===== config.mk =====
export PLATFORM = sky130hd
export DESIGN_NAME = uart_tx_bus
export DESIGN_NICKNAME = d
export VERILOG_FILES = /design/src/rtl/uart_tx_bus.sv
export SDC_FILE = /design/constraint.sdc
export NUM_CORES = 1
export LEC_CHECK = 0
export ABC_AREA = 1
export CORE_ASPECT_RATIO = 2
export CORE_MARGIN = 1
export CORE_UTILIZATION = 55
export CTS_CLUSTER_SIZE = 10
export DETAILED_ROUTE_END_ITERATION = 8
export GPL_ROUTABILITY_DRIVEN = 0
export GPL_TIMING_DRIVEN = 1
export PLACE_DENSITY = 0.83
export SLEW_MARGIN = 15
export SYNTH_ARGS = -nofsm -noshare
export SYNTH_HDL_FRONTEND = slang
export SYNTH_SLANG_ARGS = --single-unit

===== constraint.sdc =====
create_clock -name clk -period 6.5 [get_ports clk]
set_input_delay 0.65 -clock clk [delete_from_list [all_inputs] [get_ports clk]]
set_output_delay 0.65 -clock clk [all_outputs]
set_load 0.01 [all_outputs]

===== src/rtl/uart_tx_bus.sv =====
// Memory-mapped 8N1 UART transmitter with a TX FIFO, responding on the CPU bus.
// Define UART_TX_IRQ_EN to build the tx_empty_interrupt pulse logic; otherwise the port is tied low.
module uart_tx_bus #(
    parameter logic [26:0] BASE_ADDR   = 27'h0,
    parameter int          FIFO_DEPTH  = 16,
    parameter logic [15:0] DEFAULT_DIV = 16'd433
) (
    input  logic        clk,
    input  logic        reset,
    input  logic [26:0] address,
    input  logic [31:0] data,
    input  logic        we,
    input  logic        start,
    output logic        busy,
    output logic [31:0] q,
    output logic        uart_out,
    output logic        tx_empty_interrupt
);
    localparam int AW = $clog2(FIFO_DEPTH);
    localparam logic [AW:0] FULL_COUNT = (AW+1)'(FIFO_DEPTH);

    localparam logic [1:0] BUS_IDLE   = 2'd0;
    localparam logic [1:0] BUS_ACCESS = 2'd1;
    localparam logic [1:0] BUS_STALL  = 2'd2;
    localparam logic [1:0] BUS_DONE   = 2'd3;

    localparam logic [1:0] TX_IDLE  = 2'd0;
    localparam logic [1:0] TX_START = 2'd1;
    localparam logic [1:0] TX_DATA  = 2'd2;
    localparam logic [1:0] TX_STOP  = 2'd3;

    logic [1:0]    bus_state_reg;
    logic [1:0]    reg_sel_reg;
    logic          we_reg;
    logic [15:0]   wdata_reg;
    logic [31:0]   q_reg;
    logic [15:0]   div_reg;

    logic [7:0]    fifo_mem [FIFO_DEPTH];
    logic [AW-1:0] wr_ptr_reg;
    logic [AW-1:0] rd_ptr_reg;
    logic [AW:0]   count_reg;
    logic [7:0]    rd_data_reg;

    logic [1:0]    tx_state_reg;
    logic [15:0]   baud_cnt_reg;
    logic [15:0]   div_lat_reg;
    logic [2:0]    bit_idx_reg;
    logic [7:0]    shift_reg;
    logic          uart_out_reg;

    logic          hit;
    logic          accept;
    logic          fifo_full;
    logic          fifo_empty;
    logic          tx_active;
    logic          tick;
    logic          pop;
    logic          space;
    logic          data_wr;
    logic          push;
    logic [15:0]   count_ext;
    logic [31:0]   rd_value;
    logic          unused_bits;

    assign hit        = (address[26:2] == BASE_ADDR[26:2]);
    assign accept     = (bus_state_reg == BUS_IDLE) && start && hit;
    assign fifo_full  = (count_reg == FULL_COUNT);
    assign fifo_empty = (count_reg == '0);
    assign tx_active  = (tx_state_reg != TX_IDLE);
    assign tick       = (baud_cnt_reg == div_lat_reg);

    // A pop in the same cycle frees a slot, so a push against a full FIFO still lands.
    assign pop     = !fifo_empty && ((tx_state_reg == TX_IDLE) || ((tx_state_reg == TX_STOP) && tick));
    assign space   = !fifo_full || pop;
    assign data_wr = we_reg && (reg_sel_reg == 2'd0);
    assign push    = space && (((bus_state_reg == BUS_ACCESS) && data_wr) || (bus_state_reg == BUS_STALL));

    assign busy = accept || (bus_state_reg == BUS_ACCESS) || (bus_state_reg == BUS_STALL);
    assign q        = q_reg;
    assign uart_out = uart_out_reg;

    assign count_ext   = 16'(count_reg);
    assign unused_bits = ^{data[31:16], count_ext[15:8]};

    always_comb begin
        rd_value = 32'h0;
        case (reg_sel_reg)
            2'd1:    rd_value = {16'h0, count_ext[7:0], 5'b0, tx_active, fifo_empty, fifo_full};
            2'd2:    rd_value = {16'h0, div_reg};
            default: rd_value = 32'h0;
        endcase
    end

    always_ff @(posedge clk) begin
        if (reset) begin
            bus_state_reg <= BUS_IDLE;
            reg_sel_reg   <= 2'd0;
            we_reg        <= 1'b0;
            wdata_reg     <= 16'h0;
            q_reg         <= 32'h0;
            div_reg       <= DEFAULT_DIV;
        end else begin
            case (bus_state_reg)
                BUS_IDLE: begin
                    if (accept) begin
                        reg_sel_reg   <= address[1:0];
                        we_reg        <= we;
                        wdata_reg     <= data[15:0];
                        bus_state_reg <= BUS_ACCESS;
                    end
                end
                BUS_ACCESS: begin
                    if (!we_reg) begin
                        q_reg         <= rd_value;
                        bus_state_reg <= BUS_DONE;
                    end else begin
                        if (reg_sel_reg == 2'd2) begin
                            div_reg <= wdata_reg;
                        end
                        bus_state_reg <= (data_wr && !space) ? BUS_STALL : BUS_DONE;
                    end
                end
                BUS_STALL: begin
                    if (space) begin
                        bus_state_reg <= BUS_DONE;
                    end
                end
                default: bus_state_reg <= BUS_IDLE;
            endcase
        end
    end

    always_ff @(posedge clk) begin
        if (reset) begin
            wr_ptr_reg <= '0;
            rd_ptr_reg <= '0;
            count_reg  <= '0;
        end else begin
            if (push) begin
                wr_ptr_reg <= wr_ptr_reg + 1'b1;
            end
            if (pop) begin
                rd_ptr_reg <= rd_ptr_reg + 1'b1;
            end
            case ({push, pop})
                2'b10:   count_reg <= count_reg + 1'b1;
                2'b01:   count_reg <= count_reg - 1'b1;
                default: count_reg <= count_reg;
            endcase
        end
    end

    // Storage kept free of reset so it maps onto block RAM; the popped byte is ready one clock later.
    always_ff @(posedge clk) begin
        if (push) begin
            fifo_mem[wr_ptr_reg] <= wdata_reg[7:0];
        end
        if (pop) begin
            rd_data_reg <= fifo_mem[rd_ptr_reg];
        end
    end

    always_ff @(posedge clk) begin
        if (reset) begin
            tx_state_reg <= TX_IDLE;
            baud_cnt_reg <= 16'h0;
            div_lat_reg  <= 16'h0;
            bit_idx_reg  <= 3'd0;
            shift_reg    <= 8'h0;
            uart_out_reg <= 1'b1;
        end else begin
            case (tx_state_reg)
                TX_IDLE: begin
                    if (!fifo_empty) begin
                        tx_state_reg <= TX_START;
                        div_lat_reg  <= div_reg;
                        baud_cnt_reg <= 16'h0;
                        uart_out_reg <= 1'b0;
                    end
                end
                TX_START: begin
                    if (tick) begin
                        baud_cnt_reg <= 16'h0;
                        shift_reg    <= rd_data_reg;
                        uart_out_reg <= rd_data_reg[0];
                        bit_idx_reg  <= 3'd0;
                        tx_state_reg <= TX_DATA;
                    end else begin
                        baud_cnt_reg <= baud_cnt_reg + 1'b1;
                    end
                end
                TX_DATA: begin
                    if (tick) begin
                        baud_cnt_reg <= 16'h0;
                        if (bit_idx_reg == 3'd7) begin
                            tx_state_reg <= TX_STOP;
                            uart_out_reg <= 1'b1;
                        end else begin
                            bit_idx_reg  <= bit_idx_reg + 1'b1;
                            shift_reg    <= {1'b0, shift_reg[7:1]};
                            uart_out_reg <= shift_reg[1];
                        end
                    end else begin
                        baud_cnt_reg <= baud_cnt_reg + 1'b1;
                    end
                end
                default: begin
                    if (tick) begin
                        baud_cnt_reg <= 16'h0;
                        if (!fifo_empty) begin
                            tx_state_reg <= TX_START;
                            div_lat_reg  <= div_reg;
                            uart_out_reg <= 1'b0;
                        end else begin
                            tx_state_reg <= TX_IDLE;
                        end
                    end else begin
                        baud_cnt_reg <= baud_cnt_reg + 1'b1;
                    end
                end
            endcase
        end
    end

`ifdef UART_TX_IRQ_EN
    logic irq_reg;

    always_ff @(posedge clk) begin
        if (reset) begin
            irq_reg <= 1'b0;
        end else begin
            irq_reg <= (tx_state_reg == TX_STOP) && tick && fifo_empty;
        end
    end

    assign tx_empty_interrupt = irq_reg;
`else
    assign tx_empty_interrupt = 1'b0;
`endif
endmodule


== Word level (Yosys, flattened, before mapping) ==
Memory sizes are Yosys's and may differ from the RTL's. A register that Yosys moved wholly into a read port is not among the register bits.
Index checks and enable logic that the tools add are counted.
Word-level totals
  bits in registers: 128
  bits in latches: 0
  bits in writable memories: 128
  bits in read-only memories: 0
  input port bits: 63
  output and inout bits: 35
  word-level logic and storage cells: 113
  memories kept: 1
Cells by class
  add/sub/neg operators: 6
  $mul: 0
  div/mod/pow operators: 0
  order comparisons: 0
  equal/unequal tests: 19
  shift-type cells: 0
  mux-type cells: 36
  bitwise logic cells: 2
  reduce and logical (&&, ||, !) cells: 34
Memories
  fifo_mem: words 16, width 8, read ports 1, clocked after memory_dff 1, wr ports 1, line 39  | logic [7:0] fifo_mem [FIFO_DEPTH];
Operators by type and width (count)
  two-way mux 16 bit: 5
  case mux 16 bit (2 select lines): 2
  logical NOT 25 bit: 1
  two-way mux 8 bit: 3
  adder 16 x 1 -> 16 bit, second input constant: 1
  == test 16 bit: 1
  case mux 8 bit (2 select lines): 1
  two-way mux 2 bit: 7
  inequality test 2 bit, second input constant: 7
  case mux 2 bit (3 select lines): 2
  == test 2 bit, second input constant: 5
  two-way mux 1 bit: 10
  case mux 5 bit (2 select lines): 1
  two-way mux 3 bit: 3
  adder 4 x 1 -> 4 bit, second input constant: 2
  == test 2 x 1 -> 1 bit, second input constant: 4
  logical AND 1 bit: 8
  AND reduction 2 bit: 4
  nonzero test 2 bit: 4
  logical NOT 2 bit: 3
  case mux 3 bit (2 select lines): 1
  AND reduction 3 bit: 2
  adder 5 x 1 -> 5 bit, second input constant: 1
  == test 5 bit, second input constant: 1
  11 further kinds: 18

== Logic depth before layout (Yosys ltp) ==
Gate-level depths: netlist (run 1).
  depth after elaboration: 10
  depth in mapped cells: 18

== Least setup slack after synthesis (run 1) ==
Ideal clock, no wire load.
  path kind: reg2reg
  from: reg baud_cnt_reg[10]
  to: reg count_reg[4]
  setup time: 0.119 ns
  data arrival time: 2.548 ns
  data required time: 6.381 ns
  setup slack: 3.833 ns
  cell stages (with the launch flop): 19
  cells stage by stage: dfxtp_1 inv_2 nand2_1 nand2_1 nor2_1 nand2_1 nor2_4 nand2_4 nand2_8 nand3_4 inv_2 ha_1 ha_1 a21o_1 a31oi_1 o21ai_0 a21o_1 o21ai_0 a21oi_1
Between the ends
  word-level cells in the longest chain between the ends: 8
RTL lines
  from (decl): line 46  | logic [15:0] baud_cnt_reg;
  from (signal assigned): line 190  | baud_cnt_reg <= baud_cnt_reg + 1'b1;
  from (signal assigned): line 205  | baud_cnt_reg <= baud_cnt_reg + 1'b1;
  from (signal assigned): line 219  | baud_cnt_reg <= baud_cnt_reg + 1'b1;
  == test 16 bit *: line 71  | assign tick = (baud_cnt_reg == div_lat_reg);
  logical AND 1 bit *: line 74  | assign pop = !fifo_empty && ((tx_state_reg == TX_IDLE) || ((tx_state_reg == TX_STOP) && tick));
  logical OR 1 bit *: line 74
  logical AND 1 bit *: line 74
  net pop: line 58  | logic pop;
  logical OR 1 bit: line 75  | assign space = !fifo_full || pop;
  logical AND 1 bit: line 77  | assign push = space && (((bus_state_reg == BUS_ACCESS) && data_wr) || (bus_state_reg == BUS_STALL));
  == test 2 x 1 -> 1 bit or == test 2 bit (tied branches): line 146  | case ({push, pop})
  case mux 5 bit (2 select lines) or nonzero test 2 bit (tied branches)
  to (signal assigned): line 147  | 2'b10: count_reg <= count_reg + 1'b1;
  to (signal assigned): line 148  | 2'b01: count_reg <= count_reg - 1'b1;
  to (signal assigned): line 149  | default: count_reg <= count_reg;
  to (decl): line 42  | logic [AW:0] count_reg;
The timed path passes the listed nets; every way through them passes the cells marked *.
A chain may end at the register's enable or synchronous reset.

== Worst setup path after layout (run 1) ==
  from: reg bus_state_reg[0]
  to: out busy
Between the ends
  word-level cells in the longest chain between the ends: 5
RTL lines
  from (decl): line 32  | logic [1:0] bus_state_reg;
  from (signal assigned): line 121  | bus_state_reg <= (data_wr && !space) ? BUS_STALL : BUS_DONE;
  logical NOT 2 bit: line 67  | assign accept = (bus_state_reg == BUS_IDLE) && start && hit;
  logical AND 1 bit (2 in series): line 67
  logical OR 1 bit: line 79  | assign busy = accept || (bus_state_reg == BUS_ACCESS) || (bus_state_reg == BUS_STALL);
  logical OR 1 bit *: line 79
  to (decl): line 14  | output logic busy,
Every way passes the cells marked *; elsewhere a longest branch is shown, timed or not.

==> results.yml, run 1 <==
placed_design:
  portBuffers: 64
  dp_hpwl_um: 18200
global_route:
  grt_overflow: 0
  gr-usage-all-layers: 0.273
  grt_pass1_wl_um: 41100
  grt_pass1_vias: 8176
  grt_max_degree: 71
  antenna_found_initial: 2
clock_network:
  clkLatencyLatePin_ns: 0.53
  cts_buffers: 28
  htree_levels: 1
  tritoncts: "built"
  clk_pin_slew_worst_paths_ns: 0.06
  cts_sinks: 247
  hold_buffers: 0
  cts_resized: 0
  cts_root_buf: "clkbuf_16"
  cts_setup_buffers: 0
  clk_path_buf_depth: 3
setup_path:
  r2r_cells: 18
  path_class: "reg -> out"
  r2r_start: "baud_cnt_reg[10]"
  r2r-end: "count_reg[4]"
  end_kind: "output pin"
  crit_arrival_ns: 2.86
  critPathMaxFanout: 25
  crit_start: "bus_state_reg[0]"
  reg2reg_slack_ns: 3.26
  crit_required_ns: 5.85
  crit_path_start_kind: "register"
floorplanning:
  rows: 71
  start_util: 0.563
  core-area_um2: 18800
  fp.dieH_um: 198
  die_w_um: 100
  die-area_um2: 19900
  io-pin-count: 98
timing:
  skew_ns: 0.0136
  period_share: 0.540
  worst_slew_pin_slew_ns: 0.863
  slew_viol_final: 0
  fmax_ghz: 0.285
  hold_violations: 0
  fin_crit_ns: 3.51
  setup_viol: 0
  rsz0062_at_grt: "false"
  relSlewSlack: 0.423
  finalSetupTns_ns: 0
min_path:
  holdPathEnd: "shift_reg[1]"
  hold_depth: 2
  min_from: "shift_reg[1]"
  hp-class: "reg -> reg"
synth:
  synth_most_common_cell: "nand2_1"
  synthTopCellsByArea: "edfxtp_1 (39%), dfxtp_1 (21%), nand2_1 (7.7%), o21ai_0 (4.7%), a21oi_1 (4.6%)"
  synth-edff-count: 136
  synth-main-ff-cell: "edfxtp_1"
  syn_avg_cell_area_um2: 9.48
  synth_top_area_share: 0.385
  syn_area_um2: 10600
  synth-seq-cells: 247
  yosysWarningCount: 0
  async_flop_share: 0
  yosysSeqAreaShare: 0.595
  synth_cell_types: 46
  synth_top_area_cell: "edfxtp_1"
  netlist_top_cells_count: "nand2_1 (218), edfxtp_1 (136), nor2_1 (116)"
  netlist_instances: 1119
power_and_ir_drop:
  internal_power_w: 0.00293
  p_sw_frac: 0.326
  power.switching_w: 0.00142
  vdd.ir_drop.worst_uv: 243
  combPwrFrac: 0.258
  p_total_w: 0.00435
  seq_power_share: 0.425
  p_per_area_nw_per_um2: 358
  pwr-share-clk: 0.318
  leakage_nw: 4.36
detailed_routing:
  vias_per_cell: 5.65
  initialDrtViolationCount: 468
  num_vias: 8160
  ant_nets: 0
  wl_per_cell_um: 18.5
  routed_wl_um: 26800
  drtPass1Iterations: 5
  drcViolationCount: 0
layout:
  layout.nets: 1259
  largest_reg_flops: 128
  post-route-util: 0.645
  largest-register: "fifo_mem"
  area_growth_pct: 14.5
  layout-drive-gt1-share: 0.0573
job:
  maxCapViolations: 0
status:
  run_status: "finished clean"
==> cell type report <==
| type | count | area (um^2) |
|---|---|---|
| flip-flops and latches | 247 | 6310 |
| clock inverters | 1 | 5.00 |
| multi-input cells | 734 | 3700 |
| clock buffers | 44 | 782 |
| repair buffers | 70 | 686 |
| fillers | 1487 | 6690 |
| diodes | 2 | 5.00 |
| well taps | 255 | 319 |
| inverters | 91 | 343 |
==> layout by cell type, fill, tap and decap left out, types with 3 or more instances in the layout <==
cell type / Yosys / layout
a21oi_1: 97 / 97
nor3_1: 3 / 3
a221oi_1: 9 / 9
dfxtp_1: 111 / 110
and3_1: 6 / 6
nand2_1: 218 / 218
nand2_2: 3 / 3
edfxtp_1: 136 / 136
nand3_2: 3 / 3
ha_1: 23 / 23
nand4_1: 13 / 13
o21ai_1: 18 / 18
nor2_1: 116 / 116
o21ai_0: 100 / 100
o221ai_1: 7 / 7
inv_2: 5 / 5
clkdlybuf4s50_1: 0 / 64
nor2_2: 7 / 7
conb_1: 1 / 17
o22ai_1: 21 / 21
buf_4: 17 / 6
clkinv_1: 6 / 7
nand3_1: 41 / 41
xor2_1: 5 / 5
clkbuf_16: 0 / 29
inv_1: 79 / 78
nor4_1: 4 / 4
clkbuf_1: 35 / 15
==> worst max-delay path, cell delays in order, from the launching register on <==
cell and delay [ns]:
dfxtp_1 0.33, inv_1 0.10, ha_1 0.22, nor4b_1 0.28, nand2_1 0.08, nor2_1 0.09, nand2_1 0.42, nand3_1 0.22
clkdlybuf4s50_1 0.58
==> cells by family after synthesis <==
family	after synthesis	synth area share
compound gates	261	0.134
xor+xnor	6	0.00495
fa+ha+maj	24	0.0290
buf+inv	154	0.0624
flops	247	0.595
other cells	1	0.000354
simple gates	426	0.175
==> power by group through the flow <==
stage / registers, W / logic [W] / clock network [W]
floorplan: 0.00186 / 0.000811 / 0
global placement: 0.00187 / 0.00106 / 0
CTS: 0.00184 / 0.00111 / 0.00139
global route: 0.00186 / 0.00124 / 0.00145
detailed placement: 0.00187 / 0.00110 / 0
finish: 0.00185 / 0.00112 / 0.00138
==> layer usage <==
metal  up-vias  share of wire  track usage
met2       268           0.56        0.521
met3       108          0.044       0.0387
li1       3907              -            -
met1      3877           0.32        0.257
met4         0          0.075        0.200
met5         -              0            0
==> metrics by stage <==
step | hold WS (ns) | std cells | cell area (um^2) | setup slack [ns]
floorplan | 0.436 | 1135 | 10700 | 3.83
global placement | 0.445 | 1397 | 11400 | 3.05
detailed placement | 0.452 | 1397 | 11400 | 3.02
CTS | 0.461 | 1442 | 12100 | 2.94
global route | 0.482 | 1444 | 12100 | 2.75
finish | 0.462 | 1444 | 12100 | 2.99
==> worst max path at each step <==
stage,end,slack [ns],cells after the start
after global placement,busy,3.05,6
after CTS,busy,2.94,8
after floorplan,count_reg[4],3.83,18
after global routing,busy,2.75,8
final,busy,2.99,8
after detailed placement,busy,3.02,6
Note: power is estimated with default switching activity, not from simulation.
==> inputs of run 2 (changes only) <==
Settings changed: CORE_UTILIZATION 55 to 52, PLACE_DENSITY 0.83 to 0.82.
Clock period 6.5 ns to 2.9 ns, I/O delays scaled along.
==> results.yml, run 2 (same netlist as run 1, synthesis figures left out) <==
status:
  run_status: "finished clean"
min_path:
  hold_depth: 3
  min_from: "data[14]"
  hp-class: "in -> reg"
  holdPathEnd: "wdata_reg[14]"
timing:
  hold_violations: 0
  slew_viol_final: 0
  finalSetupTns_ns: 0
  fmax_ghz: 0.369
  fin_crit_ns: 2.71
  relSlewSlack: 0.413
  period_share: 0.934
  worst_slew_pin_slew_ns: 0.879
  setup_slack_ns: 0.191
  setup_viol: 0
  skew_ns: 0.0136
  rsz0062_at_grt: "false"
clock_network:
  htree_levels: 1
  cts_sinks: 247
  clk_path_buf_depth: 3
  cts_root_buf: "clkbuf_16"
  clk_pin_slew_worst_paths_ns: 0.06
  tritoncts: "built"
  clkLatencyLatePin_ns: 0.54
  cts_buffers: 28
detailed_routing:
  wl_per_cell_um: 18.3
  ant_nets: 0
  routed_wl_um: 27100
  num_vias: 8278
  drtPass1Iterations: 6
  vias_per_cell: 5.58
  initialDrtViolationCount: 604
  drcViolationCount: 0
floorplanning:
  rows: 73
  fp.dieH_um: 204
  die-area_um2: 21000
  core-area_um2: 19900
  io-pin-count: 98
  die_w_um: 103
  start_util: 0.533
layout:
  final_common_cell: "nand2_1"
  seqCellArea_um2: 6310
  area_growth_pct: 17.3
  layout-drive-gt1-share: 0.0852
  layout.nets: 1290
  fillers: 1584
  largest_reg_flops: 128
  mostFrequentLayoutCells: "nand2_1 (218), edfxtp_1 (136), nor2_1 (115)"
  multi_input_area_um2: 3720
  largest-register: "fifo_mem"
power_and_ir_drop:
  internal_power_w: 0.00672
  p_sw_frac: 0.330
  leakage_nw: 4.52
  seq_power_share: 0.413
  power.switching_w: 0.00331
  pwr-share-clk: 0.312
  combPwrFrac: 0.276
  vdd.ir_drop.worst_uv: 458
  p_per_area_nw_per_um2: 806
setup_path:
  critPathMaxFanout: 3
  reg2reg_slack_ns: 0.22
  end_kind: "output pin"
  crit_arrival_ns: 2.42
  crit_required_ns: 2.61
  r2r_cells: 17
  crit_path_start_kind: "register"
  r2r_start: "baud_cnt_reg[11]"
  path_class: "reg -> out"
  r2r-end: "count_reg[4]"
global_route:
  grt_pass1_wl_um: 41400
  grt_max_degree: 67
  grt_overflow: 0
  grt_pass1_vias: 8118
  gr-usage-all-layers: 0.267
  antenna_found_initial: 2
placed_design:
  dp_slack_ns: 0.0239
  dp_hpwl_um: 18900
  portBuffers: 64
job:
  maxCapViolations: 0
## run 2: changes by cell type in the layout (fill, tap and decap cells not counted), sizes merged
cell,before,now
buf,6,37
clkbuf,44,46
## run 2: stage by stage
stage               cells  hold slack [ns]  cell area (um^2)  power [W]   util
finish               1484            0.382             12400     0.0100  0.625
global route         1484            0.399             12400     0.0105  0.625
CTS                  1481            0.374             12400    0.00993  0.622
detailed placement   1434            0.451             11600    0.00682  0.583
global placement     1434            0.448             11600    0.00673  0.583
floorplan            1135            0.436             10700    0.00598      -
## run 2: power by group through the flow
stage | registers [W] | clock network, W | logic (W)
3_5_place_dp | 0.00421 | 0 | 0.00262
6_report | 0.00414 | 0.00312 | 0.00276
4_1_cts | 0.00414 | 0.00315 | 0.00265
3_3_place_gp | 0.00419 | 0 | 0.00254
2_1_floorplan | 0.00416 | 0 | 0.00182
5_1_grt | 0.00417 | 0.00329 | 0.00302
## run 2: worst max-delay path by stage
| stage | from | to | cells after the start |
|---|---|---|---|
| 2_1_floorplan | baud_cnt_reg[10] | count_reg[4] | 18 |
| 3_3_place_gp | baud_cnt_reg[10] | count_reg[4] | 17 |
| 3_5_place_dp | baud_cnt_reg[10] | count_reg[4] | 17 |
| 4_1_cts | baud_cnt_reg[11] | count_reg[4] | 17 |
| 5_1_grt | baud_cnt_reg[14] | count_reg[4] | 18 |
| 6_report | bus_state_reg[0] | busy | 8 |
## run 2: timing repair
| action | 4_1_cts | 5_1_grt |
|---|---|---|
| setup buffers | 0 | 1 |
| setup endpoints to repair | 0 | 2 |
| hold buffers | 0 | 0 |
| resized for setup | 0 | 9 |
## run 2: cell type report
cell class / instances / area share
diodes: 2 / 0.000402
clock buffers: 46 / 0.0635
clock inverters: 1 / 0.000402
inverters: 91 / 0.0278
multi-input cells: 734 / 0.299
flip-flops and latches: 247 / 0.507
well taps: 262 / 0.0264
repair buffers: 101 / 0.0748
## run 2: metal layers
layer  track usage  vias to the layer above  share of wire  routed length, um
met5             0                        -              0                  0
met3        0.0513                      105          0.051               1370
met1         0.241                     3916           0.31               8480
li1              -                     3968              -                  -
met2         0.485                      289           0.55              15000
met4         0.233                        0          0.084               2280
## run 2: worst max-delay path, stage by stage, from the launching register on
cell	delay (ns)
dfxtp_1	0.33
inv_1	0.11
ha_1	0.24
nor4b_1	0.27
nand2_1	0.08
nor2_1	0.09
nand2_1	0.10
nand3_1	0.08
clkdlybuf4s50_1	0.58
